**src/rtl/trace_capture_controller.sv**
```systemverilog
// Trace capture session controller: trigger/arm, kept-item buffering, drain and stats.
// Item buffer is a first-word fall-through FIFO; status outputs decode the state register.

// Generic FWFT FIFO with occupancy count.
// Latency: written word visible on rd_dat the cycle after the write.
// Backpressure: wr_rdy drops when full unless a read frees a slot in the same cycle.
module tcc_fifo #(
  parameter int WIDTH = 8,
  parameter int DEPTH = 16,
  parameter int AW    = $clog2(DEPTH)
) (
  input  logic             clk,
  input  logic             rst_n,
  input  logic             wr_vld,
  output logic             wr_rdy,
  input  logic [WIDTH-1:0] wr_dat,
  output logic             rd_vld,
  input  logic             rd_rdy,
  output logic [WIDTH-1:0] rd_dat,
  output logic [AW:0]      count
);
  localparam logic [AW:0] FULL_LVL = (AW+1)'(DEPTH);

  logic [WIDTH-1:0] mem_q [DEPTH];
  logic [AW-1:0]    wr_ptr_q, rd_ptr_q;
  logic [AW:0]      count_q;
  logic             wr_fire, rd_fire;

  assign rd_vld  = (count_q != '0);
  assign rd_fire = rd_vld && rd_rdy;
  assign wr_rdy  = (count_q != FULL_LVL) || rd_fire;
  assign wr_fire = wr_vld && wr_rdy;
  assign rd_dat  = mem_q[rd_ptr_q];
  assign count   = count_q;

  always_ff @(posedge clk) begin
    if (!rst_n) begin
      wr_ptr_q <= '0;
      rd_ptr_q <= '0;
      count_q  <= '0;
    end else begin
      if (wr_fire) wr_ptr_q <= wr_ptr_q + 1'b1;
      if (rd_fire) rd_ptr_q <= rd_ptr_q + 1'b1;
      case ({wr_fire, rd_fire})
        2'b10:   count_q <= count_q + 1'b1;
        2'b01:   count_q <= count_q - 1'b1;
        default: count_q <= count_q;
      endcase
    end
  end

  always_ff @(posedge clk) begin
    if (wr_fire) mem_q[wr_ptr_q] <= wr_dat;
  end
endmodule

// Trace capture controller: sequences IDLE/ARMED/COLLECTING/DRAINING/DONE around the filter.
// Latency: kept item appears on out_data the cycle after it is presented.
// Backpressure: out_ready stalls the FIFO; halt_cpu raised at threshold, overflow counted as dropped.
module trace_capture_controller #(
  parameter int XLEN           = 64,
  parameter int INSTR_WIDTH    = 32,
  parameter int FIFO_DEPTH     = 16,
  parameter int HALT_THRESHOLD = 12,
  parameter int COUNT_WIDTH    = 32
) (
  input  logic                        clk,
  input  logic                        rst_n,
  input  logic                        cfg_start,
  input  logic                        cfg_stop,
  input  logic                        cfg_trigger_en,
  input  logic [XLEN-1:0]             cfg_trigger_pc,
  input  logic [COUNT_WIDTH-1:0]      cfg_item_limit,
  input  logic                        pc_valid,
  input  logic [XLEN-1:0]             pc,
  input  logic [INSTR_WIDTH-1:0]      instr,
  input  logic                        drop_instr,
  output logic                        out_valid,
  input  logic                        out_ready,
  output logic [XLEN+INSTR_WIDTH-1:0] out_data,
  output logic                        out_last,
  output logic                        halt_cpu,
  output logic                        busy,
  output logic                        done,
  output logic                        overflow,
  output logic [COUNT_WIDTH-1:0]      kept_count,
  output logic [COUNT_WIDTH-1:0]      dropped_count
);
  localparam int          AW       = $clog2(FIFO_DEPTH);
  localparam logic [AW:0] HALT_LVL = (AW+1)'(HALT_THRESHOLD);
  localparam logic [AW:0] ONE_LVL  = (AW+1)'(1);

  typedef struct packed {
    logic [XLEN-1:0]        pc;
    logic [INSTR_WIDTH-1:0] instr;
  } item_t;

  typedef enum logic [2:0] {
    S_IDLE, S_ARMED, S_COLLECTING, S_DRAINING, S_DONE
  } state_t;

  state_t                 state_q, state_d;
  logic [COUNT_WIDTH-1:0] kept_q, kept_d, dropped_q, dropped_d;
  logic [COUNT_WIDTH-1:0] kept_inc, dropped_inc;
  logic                   overflow_q, overflow_d;
  logic                   halt_q, halt_d;

  item_t       wr_item;
  logic        wr_rdy, rd_vld;
  logic [AW:0] fifo_count;
  logic        trig_hit, item_in, keep, push, lost, limit_hit;
  logic        cap_now, cap_next;

  assign wr_item = '{pc: pc, instr: instr};

  tcc_fifo #(
    .WIDTH($bits(item_t)),
    .DEPTH(FIFO_DEPTH)
  ) u_fifo (
    .clk    (clk),
    .rst_n  (rst_n),
    .wr_vld (keep),
    .wr_rdy (wr_rdy),
    .wr_dat (wr_item),
    .rd_vld (rd_vld),
    .rd_rdy (out_ready),
    .rd_dat (out_data),
    .count  (fifo_count)
  );

  // The trigger item is captured in the same cycle it moves ARMED to COLLECTING; stop wins over it.
  assign trig_hit  = (state_q == S_ARMED) && !cfg_stop && pc_valid && (pc == cfg_trigger_pc);
  assign item_in   = (pc_valid && (state_q == S_COLLECTING)) || trig_hit;
  assign keep      = item_in && !drop_instr;
  assign push      = keep && wr_rdy;
  assign lost      = keep && !wr_rdy;

  assign kept_inc    = (&kept_q)    ? kept_q    : kept_q + 1'b1;
  assign dropped_inc = (&dropped_q) ? dropped_q : dropped_q + 1'b1;
  assign limit_hit   = push && (cfg_item_limit != '0) && (kept_inc == cfg_item_limit);

  always_comb begin
    state_d    = state_q;
    kept_d     = kept_q;
    dropped_d  = dropped_q;
    overflow_d = overflow_q;
    if (push) kept_d = kept_inc;
    if ((item_in && drop_instr) || lost) dropped_d = dropped_inc;
    if (lost) overflow_d = 1'b1;
    case (state_q)
      S_IDLE, S_DONE: begin
        if (cfg_start && !cfg_stop) begin
          state_d    = cfg_trigger_en ? S_ARMED : S_COLLECTING;
          kept_d     = '0;
          dropped_d  = '0;
          overflow_d = 1'b0;
        end
      end
      S_ARMED: begin
        if (cfg_stop)      state_d = S_IDLE;
        else if (trig_hit) state_d = limit_hit ? S_DRAINING : S_COLLECTING;
      end
      S_COLLECTING: begin
        if (cfg_stop || limit_hit) state_d = S_DRAINING;
      end
      S_DRAINING: begin
        if (!rd_vld) state_d = S_DONE;
      end
      default: state_d = S_IDLE;
    endcase
  end

  // halt drops in the same cycle the session leaves the capture states.
  assign cap_now  = (state_q == S_ARMED) || (state_q == S_COLLECTING);
  assign cap_next = (state_d == S_ARMED) || (state_d == S_COLLECTING);
  assign halt_d   = cap_now && cap_next && (fifo_count >= HALT_LVL);

  always_ff @(posedge clk) begin
    if (!rst_n) begin
      state_q    <= S_IDLE;
      kept_q     <= '0;
      dropped_q  <= '0;
      overflow_q <= 1'b0;
      halt_q     <= 1'b0;
    end else begin
      state_q    <= state_d;
      kept_q     <= kept_d;
      dropped_q  <= dropped_d;
      overflow_q <= overflow_d;
      halt_q     <= halt_d;
    end
  end

  assign out_valid     = rd_vld;
  assign out_last      = rd_vld && (state_q == S_DRAINING) && (fifo_count == ONE_LVL);
  assign halt_cpu      = halt_q;
  assign busy          = (state_q == S_ARMED) || (state_q == S_COLLECTING) || (state_q == S_DRAINING);
  assign done          = (state_q == S_DONE);
  assign overflow      = overflow_q;
  assign kept_count    = kept_q;
  assign dropped_count = dropped_q;
endmodule
```
**config.mk**
```make
export PLATFORM = sky130hd
export DESIGN_NAME = trace_capture_controller
export DESIGN_NICKNAME = d
export VERILOG_FILES = /design/src/rtl/trace_capture_controller.sv
export SDC_FILE = /design/constraint.sdc
export NUM_CORES = 1
export LEC_CHECK = 0
export CAP_MARGIN = 20
export CELL_PAD_IN_SITES_DETAIL_PLACEMENT = 1
export CELL_PAD_IN_SITES_GLOBAL_PLACEMENT = 1
export CORE_MARGIN = 8
export CORE_UTILIZATION = 47
export CTS_CLUSTER_DIAMETER = 60
export DETAILED_ROUTE_END_ITERATION = 10
export PLACE_DENSITY_LB_ADDON = 0.1
export SKIP_LAST_GASP = 1
export SYNTH_ARGS = -nofsm -noshare
export SYNTH_HDL_FRONTEND = slang
export SYNTH_HIERARCHICAL = 1
export SYNTH_SLANG_ARGS = --single-unit
```
**constraint.sdc**
```tcl
create_clock -name clk -period 10.8 [get_ports clk]
set_clock_uncertainty 0.15 [all_clocks]
set_input_delay 1.08 -clock clk [delete_from_list [all_inputs] [get_ports clk]]
set_output_delay 1.08 -clock clk [all_outputs]
set_load 0.005 [all_outputs]
```
# ---- After elaboration in Yosys (flattened, before gate mapping)
# Memories as Yosys holds them, arrays and structs flattened. A register that Yosys moved wholly into a read port is not among the register bits.
# Cells that the tools add are included.
dict set report classes {
  n_addsub 6
  order_cmp 1
  n_eq_ne 12
  n_mux 24
  n_reduce_logical 33
}
# op count
set ops {}
lappend ops {{$mux 32} 8}
lappend ops {{$add 32x1->32 const B} 2}
lappend ops {{$eq 64x64->1} 1}
lappend ops {{$reduce_and 32->1} 2}
lappend ops {{$eq 32x32->1} 1}
lappend ops {{$reduce_bool 32->1} 1}
lappend ops {{$logic_and 1x1->1} 16}
lappend ops {{$mux 3} 5}
lappend ops {{$pmux 3 s4} 1}
lappend ops {{$pmux 5 s2} 1}
lappend ops {{$eq 3x2->1 const B} 3}
lappend ops {{$add 4x1->4 const B} 2}
lappend ops {{$mux 4} 2}
lappend ops {{$logic_or 1x1->1} 7}
lappend ops {{$eq 3x1->1 const B} 2}
lappend ops {{$mux 1} 6}
lappend ops {{$add 5x1->5 const B} 1}
lappend ops {{$eq 5x1->1 const B} 1}
lappend ops {{$ge 5x4->1 const B} 1}
lappend ops {{$ne 5x5->1 const B} 1}
lappend ops {{$reduce_bool 5->1} 1}
lappend ops {{$sub 5x1->5 const B} 1}
lappend ops {{$eq 3x3->1 const B} 1}
lappend ops {{$logic_not 1->1} 3}
lappend ops {{6 further kinds} 6}
dict set report totals {
  regBits 82
  mem_bits_rw 1536
  elab_cells 85
  memories 1
}
# name words width read_ports rd_clocked_by_memory_dff wr line_no
set mem_list {}
lappend mem_list {u_fifo.mem_q 16 96 1 1 1 24} ;# logic [WIDTH-1:0] mem_q [DEPTH];

# ---- Depth between registers and ports, before layout
# Gate-level depths: netlist of the first run.
dict set report depth {
  word_depth 17
  ltp_mapped 16
}

# ---- Modules after synthesis
# The synthesis of the first run kept the hierarchy.
# mod n_inst cells_per_inst area_each_um2 seq_area_each_um2
set modules_own_cells {}
lappend modules_own_cells {tcc_fifo 1 2471 58403.5 46464.6}
lappend modules_own_cells {trace_capture_controller 1 810 6054.6 1381.3}

# ---- Least setup slack after synthesis of the first run
# No wires, ideal clock.
dict set report synth_timing {
  kind {input-to-reg}
  start {in cfg_stop}
  end {mem u_fifo/mem_q[0][0] in the netlist's numbering, enable pin}
  setup_ns 0.669
  t_arrival_ns 9.923
  required_ns 9.981
  slack_ns 0.058
  cell_stages 11
  n_path_buf 1
  path_cell_list {or4b_4 or3_1 nor4b_2 nand4_1 nor3_4 nor2_1 nor2_1 clkbuf_1 o21a_4 nand2_1 nor3_1}
}
dict set report synth_between {
  elab_chain_cells 9
}
# element line_no
set synth_rtl {}
lappend synth_rtl {{start: declaration} 70} ;# input logic cfg_stop,
lappend synth_rtl {{$logic_not 1->1} 132} ;# assign trig_hit = (state_q == S_ARMED) && !cfg_stop && pc_valid && (pc == cfg_trigger_pc);
lappend synth_rtl {{$logic_and 1x1->1 (3 in a row)} 132}
lappend synth_rtl {{$logic_or 1x1->1} 133} ;# assign item_in = (pc_valid && (state_q == S_COLLECTING)) || trig_hit;
lappend synth_rtl {{$logic_and 1x1->1} 134} ;# assign keep = item_in && !drop_instr;
lappend synth_rtl {{via keep} 111} ;# logic trig_hit, item_in, keep, push, lost, limit_hit;
lappend synth_rtl {{$logic_and 1x1->1} 32} ;# assign wr_fire = wr_vld && wr_rdy;
lappend synth_rtl {{$mux 1} 53} ;# if (wr_fire) mem_q[wr_ptr_q] <= wr_dat;
lappend synth_rtl {{$mux 1 (implied by the code)} 53}
lappend synth_rtl {{end: declaration} 24}
# The timed path passes the listed nets, and every way through them passes these cells.

# ---- Worst setup path after layout of the first run
dict set report layout_timing {
  start {in pc[26]}
  end {mem u_fifo/mem_q[0][60] in the netlist's numbering, enable pin}
}
dict set report layout_between {
  elab_chain_cells 7
}
# element line_no
set layout_rtl {}
lappend layout_rtl {{start: declaration} 75} ;# input logic [XLEN-1:0] pc,
lappend layout_rtl {{$eq 64x64->1} 132}
lappend layout_rtl {{$logic_and 1x1->1} 132}
lappend layout_rtl {{$logic_or 1x1->1} 133}
lappend layout_rtl {{$logic_and 1x1->1} 134}
lappend layout_rtl {{via keep} 111}
lappend layout_rtl {{$logic_and 1x1->1} 32}
lappend layout_rtl {{$mux 1} 53}
lappend layout_rtl {{$mux 1 (implied by the code)} 53}
# The timed path passes the listed nets, and every way through them passes these cells.

==> impl_metrics.ini, run 1 <==
[power_and_ir_drop]
peakVddDrop_mv = 0.139
p_sw_share_pct = 21.4
fin_total_pwr_uw = 13500
clockPowerShare_pct = 41.0
seqPwrFrac_pct = 51.3
switching_power_uw = 2880
p_per_area_nw_per_um2 = 179
combPwrFrac_pct = 7.8
p_int_uw = 10600
p_leak_uw = 0.0231

[clocking]
cts_resized = 0
ctsHoldBuffers = 0
insertion_delay_ps = 780
cts.path.max_buffers = 3
numCtsBuffers = 170
tritoncts = done
cts_htree_levels = 4
clkTransAtPathRegs_ps = 60
cts.sinks = 1622
cts_setup_buffers = 0
cts-root-buf = clkbuf_16

[global_route]
grt_use_total_pct = 23.6
grt_overflow = 0
antenna_found_initial = 16
grt_max_degree = 149
grt_pass1_vias = 36785
grt_first_pass_wirelength_um = 256000

[synthesis]
syn_area_um2 = 64500
yosysUniqueCellTypes = 88
synth_edf_count = 1536
netlist_instances = 3281
synth_area_per_cell_um2 = 19.6
synth-seq-area-share_pct = 74.2
postSynth.asyncResetShare_pct = 0
ys_warn_count = 6
synth_flop_cell = edfxtp_1
syn_nets = 3492
ys_seq_elements = 1622

[finish]
multi_input_area_um2 = 15700
area_growth_pct = 17.0
utilization_pct = 55.1
drive_above_1_share_pct = 18.5
fillers = 12077
nets = 3902
final-seq-area_um2 = 47900
design_area_um2 = 75400

[sta]
grt_setup_unrepaired = false
finalHoldViolations = 0
min_period_ps = 6230
max_clock_freq_ghz = 0.161
drv_slew = 0
period_share_pct = 57.6
fin_hold_ws_ps = 347
slew_headroom_pct = 18.0
setup-tns-final_ps = 0
setup_viol = 0
tightest_slew_ps = 1230

[critical_path]
crit_type = primary input to flip-flop
cp_slowest_cell = nor4_1
cp_data_required_time_ps = 11060
crit_top_cell = buf_4
rrSetupSlack_ps = 5430
critPathMaxStageDelay_ps = 930
setup.worst_path.start = pc[26]
crit_path_end_kind = flip-flop
worstPathArrival_ps = 6480
rr_startpoint = state_q[0]$_SDFF_PN0_
critPathLaunchType = primary input
worstPathCellList = clkdlybuf4s50_1 > xor2_1 > nor4_1 > nand4_1 > nor3_4 > nor2_1 > nor2_1 > buf_4 > o21a_4 > nand2_1 > nor3_2 > buf_4 > buf_4
cp_max_fo = 38

[floorplan]
die_w_um = 386
rows = 136
die_area_um2 = 149000
die_h_um = 386
io-pin-count = 366
initial_core_util_pct = 47.1
core_um2 = 137000

[run]
drv_cap = 0

[hold_path]
hp-class = flip-flop to flip-flop
worstHoldStart = overflow$_SDFF_PN0_

[placed_design]
dp_hpwl_um = 104000
placed_cell_area_um2 = 70100
port_buffers = 365
gp_congestion = 0.899

[detailed_routing]
first_iter_violations = 2902
drt-vias-per-instance = 6.12
postRouteAntennaNets = 0
wl_per_cell_um = 31.4
vias = 34451
drt_wl_total_um = 177000
dr.pass1.iters = 5
route.detailed.drc = 0

[run_status]
status = completed
-- layer usage --
metal  GRT usage, %  wire (µm)  share of wire [%]
met3           4.31      10800                6.1
met5              0         69              0.039
met1           32.5      74800                 42
met2           39.1      86900                 49
met4           6.14       4090                2.3
-- flip-flops by register name (all words and copies together) (netlist names), named ones only --
name / flops
dropped_count: 32
halt_cpu: 1
kept_count: 32
overflow: 1
state_q: 3
u_fifo/count: 5
u_fifo/mem_q: 1536
u_fifo/rd_ptr_q: 4
u_fifo/wr_ptr_q: 4
-- final timing paths --
| kind | end | cells after the start |
|---|---|---|
| setup / recovery | u_fifo/mem_q[0][60]$_DFFE_PP_ | 13 |
| hold / removal | overflow$_SDFF_PN0_ | 2 |
| setup reg to reg | u_fifo/mem_q[0][60]$_DFFE_PP_ | 13 |
| hold reg to reg | overflow$_SDFF_PN0_ | 2 |
-- cell families after synthesis --
| kind of cell | synth area share [%] |
|---|---|
| AND/OR/NAND/NOR | 4.55 |
| multiplexers | 13.7 |
| XOR/XNOR | 1.45 |
| buffers and inverters | 1.63 |
| flip-flops | 74.2 |
| adder cells (fa/ha/maj) | 0.225 |
| AO/OA/AOI/OAI | 4.26 |
-- per-stage QoR --
step	setup slack [ps]	cells
after floorplan	58.0	3281
after global placement	3980	5309
final	4570	5627
after global routing	4320	5621
after detailed placement	3760	5310
after CTS	4580	5615
-- placed cells by master, fill, tap and decap left out, types with 17 or more instances in the layout --
cell type | netlist | final
clkbuf_16 | 0 | 174
nor3_1 | 30 | 26
o21ai_0 | 28 | 28
clkbuf_1 | 82 | 48
clkinv_2 | 0 | 21
nand3_1 | 43 | 43
xnor2_1 | 32 | 32
clkinv_1 | 1 | 40
a311oi_1 | 17 | 17
mux4_2 | 384 | 384
nand2_1 | 172 | 171
nor2_1 | 85 | 72
a22oi_1 | 192 | 192
a21oi_1 | 53 | 53
dfxtp_1 | 86 | 84
or3_1 | 23 | 23
edfxtp_1 | 1536 | 1536
buf_4 | 21 | 39
inv_1 | 22 | 22
clkdlybuf4s50_1 | 0 | 365
xor2_1 | 67 | 67
and3_1 | 18 | 18
nor4_1 | 41 | 41
nand4_1 | 38 | 38
nand2b_1 | 39 | 39
-- synthesized netlist by cell type (all sizes together), types with 5 or more instances --
library cell  count  area, µm²
nor4b             5       50.0
mux4            384       8650
nor3             31        166
or3              23        144
buf             100        658
mux2i            14        140
o21ai            37        196
xnor2            32        280
and2             10       62.6
nand2b           39        244
or4              15        116
o2111ai           8       70.1
inv              22       82.6
edfxtp         1536      46100
nor2             85        319
nor4             43        290
or2               8       50.1
ha               10        125
o31ai             8       65.1
o211ai            8       73.8
xor2             67        587
nor2b             8       50.1
a211oi            8       60.1
nand3            44        225
o21a              6       52.6
and4              8       70.1
a311oi           17        149
nand4            41        284
a21oi            53        265
nand2           172        646
o22ai             7       43.8
dfxtp            86       1720
and3             18        113
a31oi             7       58.8
clkbuf           82        308
a22oi           192       1440
-- power groups by stage --
| stage | clock network (µW) | logic [µW] | registers [µW] |
|---|---|---|---|
| finish | 5530 | 1050 | 6910 |
| global route | 5860 | 1130 | 6910 |
| CTS | 5650 | 1070 | 6910 |
| detailed placement | 0 | 1060 | 7050 |
| global placement | 0 | 1040 | 7050 |
| floorplan | 0 | 677 | 7020 |
-- worst max-delay path, delay by kind of cell --
| family | cells | cell delay [ps] |
|---|---|---|
| buffers and inverters | 4 | 2460 |
| XOR/XNOR | 1 | 290 |
| AND/OR/NAND/NOR | 7 | 2360 |
| AO/OA/AOI/OAI | 1 | 200 |
-- cell type report --
class | count | area share [%]
antenna | 9 | 0.0299
clock buffer | 222 | 6.01
clock inverter | 83 | 0.927
inverter | 23 | 0.114
multi-input combinational | 1454 | 20.8
sequential | 1622 | 63.4
tap | 1794 | 2.98
timing repair buffer | 420 | 5.70
No activity file was read; power rests on OpenSTA's default activity.
==> inputs of run 2 (changes only) <==
- CORE_UTILIZATION: 47 -> 52
- clock period: 10.8 -> 5.95 ns (I/O delays scaled with it)
==> run 2 against run 1 <==
Clock power grew 90%. Sequential share of layout area shrank 0.91 points. Clock-buffer cell count shrank 12. First-iteration DRC count grew 28%. Global-route usage grew 2.6 points. Hold slack lost 27 ps. Setup slack lost 3400 ps. Critical endpoint is now out_data[13].
==> impl_metrics.ini, run 2 (synthesized netlist as in run 1, its figures left out) <==
[finish]
multi_input_area_um2 = 15700
final_common_cell = edfxtp_1
area_growth_pct = 18.7
fillers = 10426
largest_reg_flops = 1536
drive_above_1_share_pct = 21.0
final_cell_mix = 1536 x edfxtp_1, 384 x mux4_2, 365 x clkdlybuf4s50_1, 192 x a22oi_1, 174 x clkbuf_16
design_area_um2 = 76500
nets = 3982
max_flop_register = u_fifo/mem_q
final-seq-area_um2 = 47900

[clocking]
cts_resized = 0
clkTransAtPathRegs_ps = 60
numCtsBuffers = 167
cts-root-buf = clkbuf_16
ctsHoldBuffers = 0
cts_htree_levels = 4
tritoncts = done
cts_setup_buffers = 0
insertion_delay_ps = 790
cts.sinks = 1622
cts.path.max_buffers = 3

[power_and_ir_drop]
p_leak_uw = 0.0238
p_int_uw = 19700
combPwrFrac_pct = 8.2
peakVddDrop_mv = 0.356
p_sw_share_pct = 21.6
switching_power_uw = 5430
p_per_area_nw_per_um2 = 328
seqPwrFrac_pct = 49.9
clockPowerShare_pct = 41.9

[critical_path]
cp_num_buf_inv = 3
crit_type = flip-flop to output pin
crit_family = buffers and inverters
worstPathCellList = buf_12 > buf_4 > mux4_2 > a22oi_1 > nand2_1 > clkdlybuf4s50_1
cp_data_required_time_ps = 5200
cp_slowest_cell = dfxtp_4
cp_max_fo = 28
worstPathArrival_ps = 4080
critPathMaxStageDelay_ps = 850
critPathLaunchType = flip-flop
crit_path_end_kind = output pin

[sta]
drv_slew = 0
post-route-worst-setup-slack_ps = 1130
setup_viol = 0
setup-tns-final_ps = 0
min_period_ps = 4820
grt_setup_unrepaired = false
max_clock_freq_ghz = 0.207
period_share_pct = 81.1
slew_headroom_pct = 29.6
tightest_slew_ps = 1050
finalHoldViolations = 0

[global_route]
antenna_found_initial = 13
grt_pass1_vias = 37555
grt_overflow = 0
grt_use_total_pct = 26.2
grt_max_degree = 97
grt_first_pass_wirelength_um = 260000

[placed_design]
gp_congestion = 0.875
placed_cell_area_um2 = 71000
dp_hpwl_um = 113000
port_buffers = 365
post-place-ws_ps = 790

[run_status]
status = completed

[detailed_routing]
vias = 35010
route.detailed.drc = 0
wl_per_cell_um = 32.4
drt-vias-per-instance = 6.30
postRouteAntennaNets = 0
drt_wl_total_um = 180000
dr.pass1.iters = 5
first_iter_violations = 3706

[floorplan]
die_w_um = 368
core_um2 = 123000
die_h_um = 368
initial_core_util_pct = 52.3
die_area_um2 = 135000
io-pin-count = 366
rows = 129

[run]
drv_cap = 0

[hold_path]
hp-class = flip-flop to flip-flop
==> run 2: cell types whose count changed in the layout (fill, tap and decap cells not counted), moves of 3 or more <==
| cell | before | now |
|---|---|---|
| clkbuf_8 | 0 | 4 |
| buf_16 | 4 | 0 |
| nor3_4 | 1 | 5 |
| clkinv_4 | 1 | 4 |
| clkbuf_1 | 48 | 32 |
| buf_4 | 39 | 91 |
| clkinv_8 | 5 | 1 |
| nor3_2 | 4 | 0 |
| clkinv_1 | 40 | 30 |
| buf_12 | 12 | 47 |
| bufinv_16 | 10 | 18 |
| clkinv_2 | 21 | 35 |
==> run 2: final timing paths <==
| kind | from | endpoint | slack (ps) | depth (start not counted) |
|---|---|---|---|---|
| worst max register to register | state_q[0]$_SDFF_PN0_ | u_fifo/mem_q[0][95]$_DFFE_PP_ | 1520 | 12 |
| worst max-delay path | flip-flop | out_data[13] | 1130 | 6 |
| worst min-delay path | overflow$_SDFF_PN0_ | overflow$_SDFF_PN0_ | 320 | 2 |
| worst min register to register | overflow$_SDFF_PN0_ | overflow$_SDFF_PN0_ | 320 | 2 |
==> run 2: power by group through the flow <==
| stage | clock [µW] | combinational [µW] | sequential (µW) |
|---|---|---|---|
| 4_1_cts | 10700 | 2110 | 12500 |
| 2_1_floorplan | 0 | 1230 | 12700 |
| 3_5_place_dp | 0 | 2090 | 12800 |
| 5_1_grt | 11100 | 2210 | 12500 |
| 6_report | 10500 | 2070 | 12500 |
| 3_3_place_gp | 0 | 2060 | 12800 |
==> run 2: routing by layer <==
layer / part of all wire (%) / wire [µm] / GRT usage (%) / up-vias
met4: 3.5 / 6250 / 9.45 / 6
met5: 0.021 / 37 / 0 / -
met1: 40 / 71700 / 34.9 / 18632
met2: 50 / 89500 / 43.3 / 1447
met3: 6.9 / 12400 / 5.12 / 283
li1: - / - / - / 14642
==> run 2: area by class of cell <==
cell class / count / share of cell area [%]
Clock buffer: 210 / 5.92
Clock inverter: 100 / 1.31
Inverter: 23 / 0.113
Multi-Input combinational cell: 1454 / 20.5
Antenna cell: 7 / 0.0229
Timing Repair Buffer: 503 / 6.90
Tap cell: 1637 / 2.68
Sequential cell: 1622 / 62.5
==> run 2: worst min-delay path, delay by kind of cell, from the launching register on <==
| kind | cells | cell delay (ps) |
|---|---|---|
| AOI/OAI and AO/OA | 1 | 40 |
| DFF | 1 | 330 |
| and+or+nand+nor | 1 | 70 |
==> run 2: stage by stage <==
step                utilization (%)  instances  total power, µW  hold slack, ps
floorplan                         -       3281            14000             310
global placement               57.6       5239            14800             335
detailed placement             57.6       5239            14900             313
CTS                            62.1       5549            25300             329
global route                   62.1       5552            25800             360
finish                         62.1       5556            25100             320
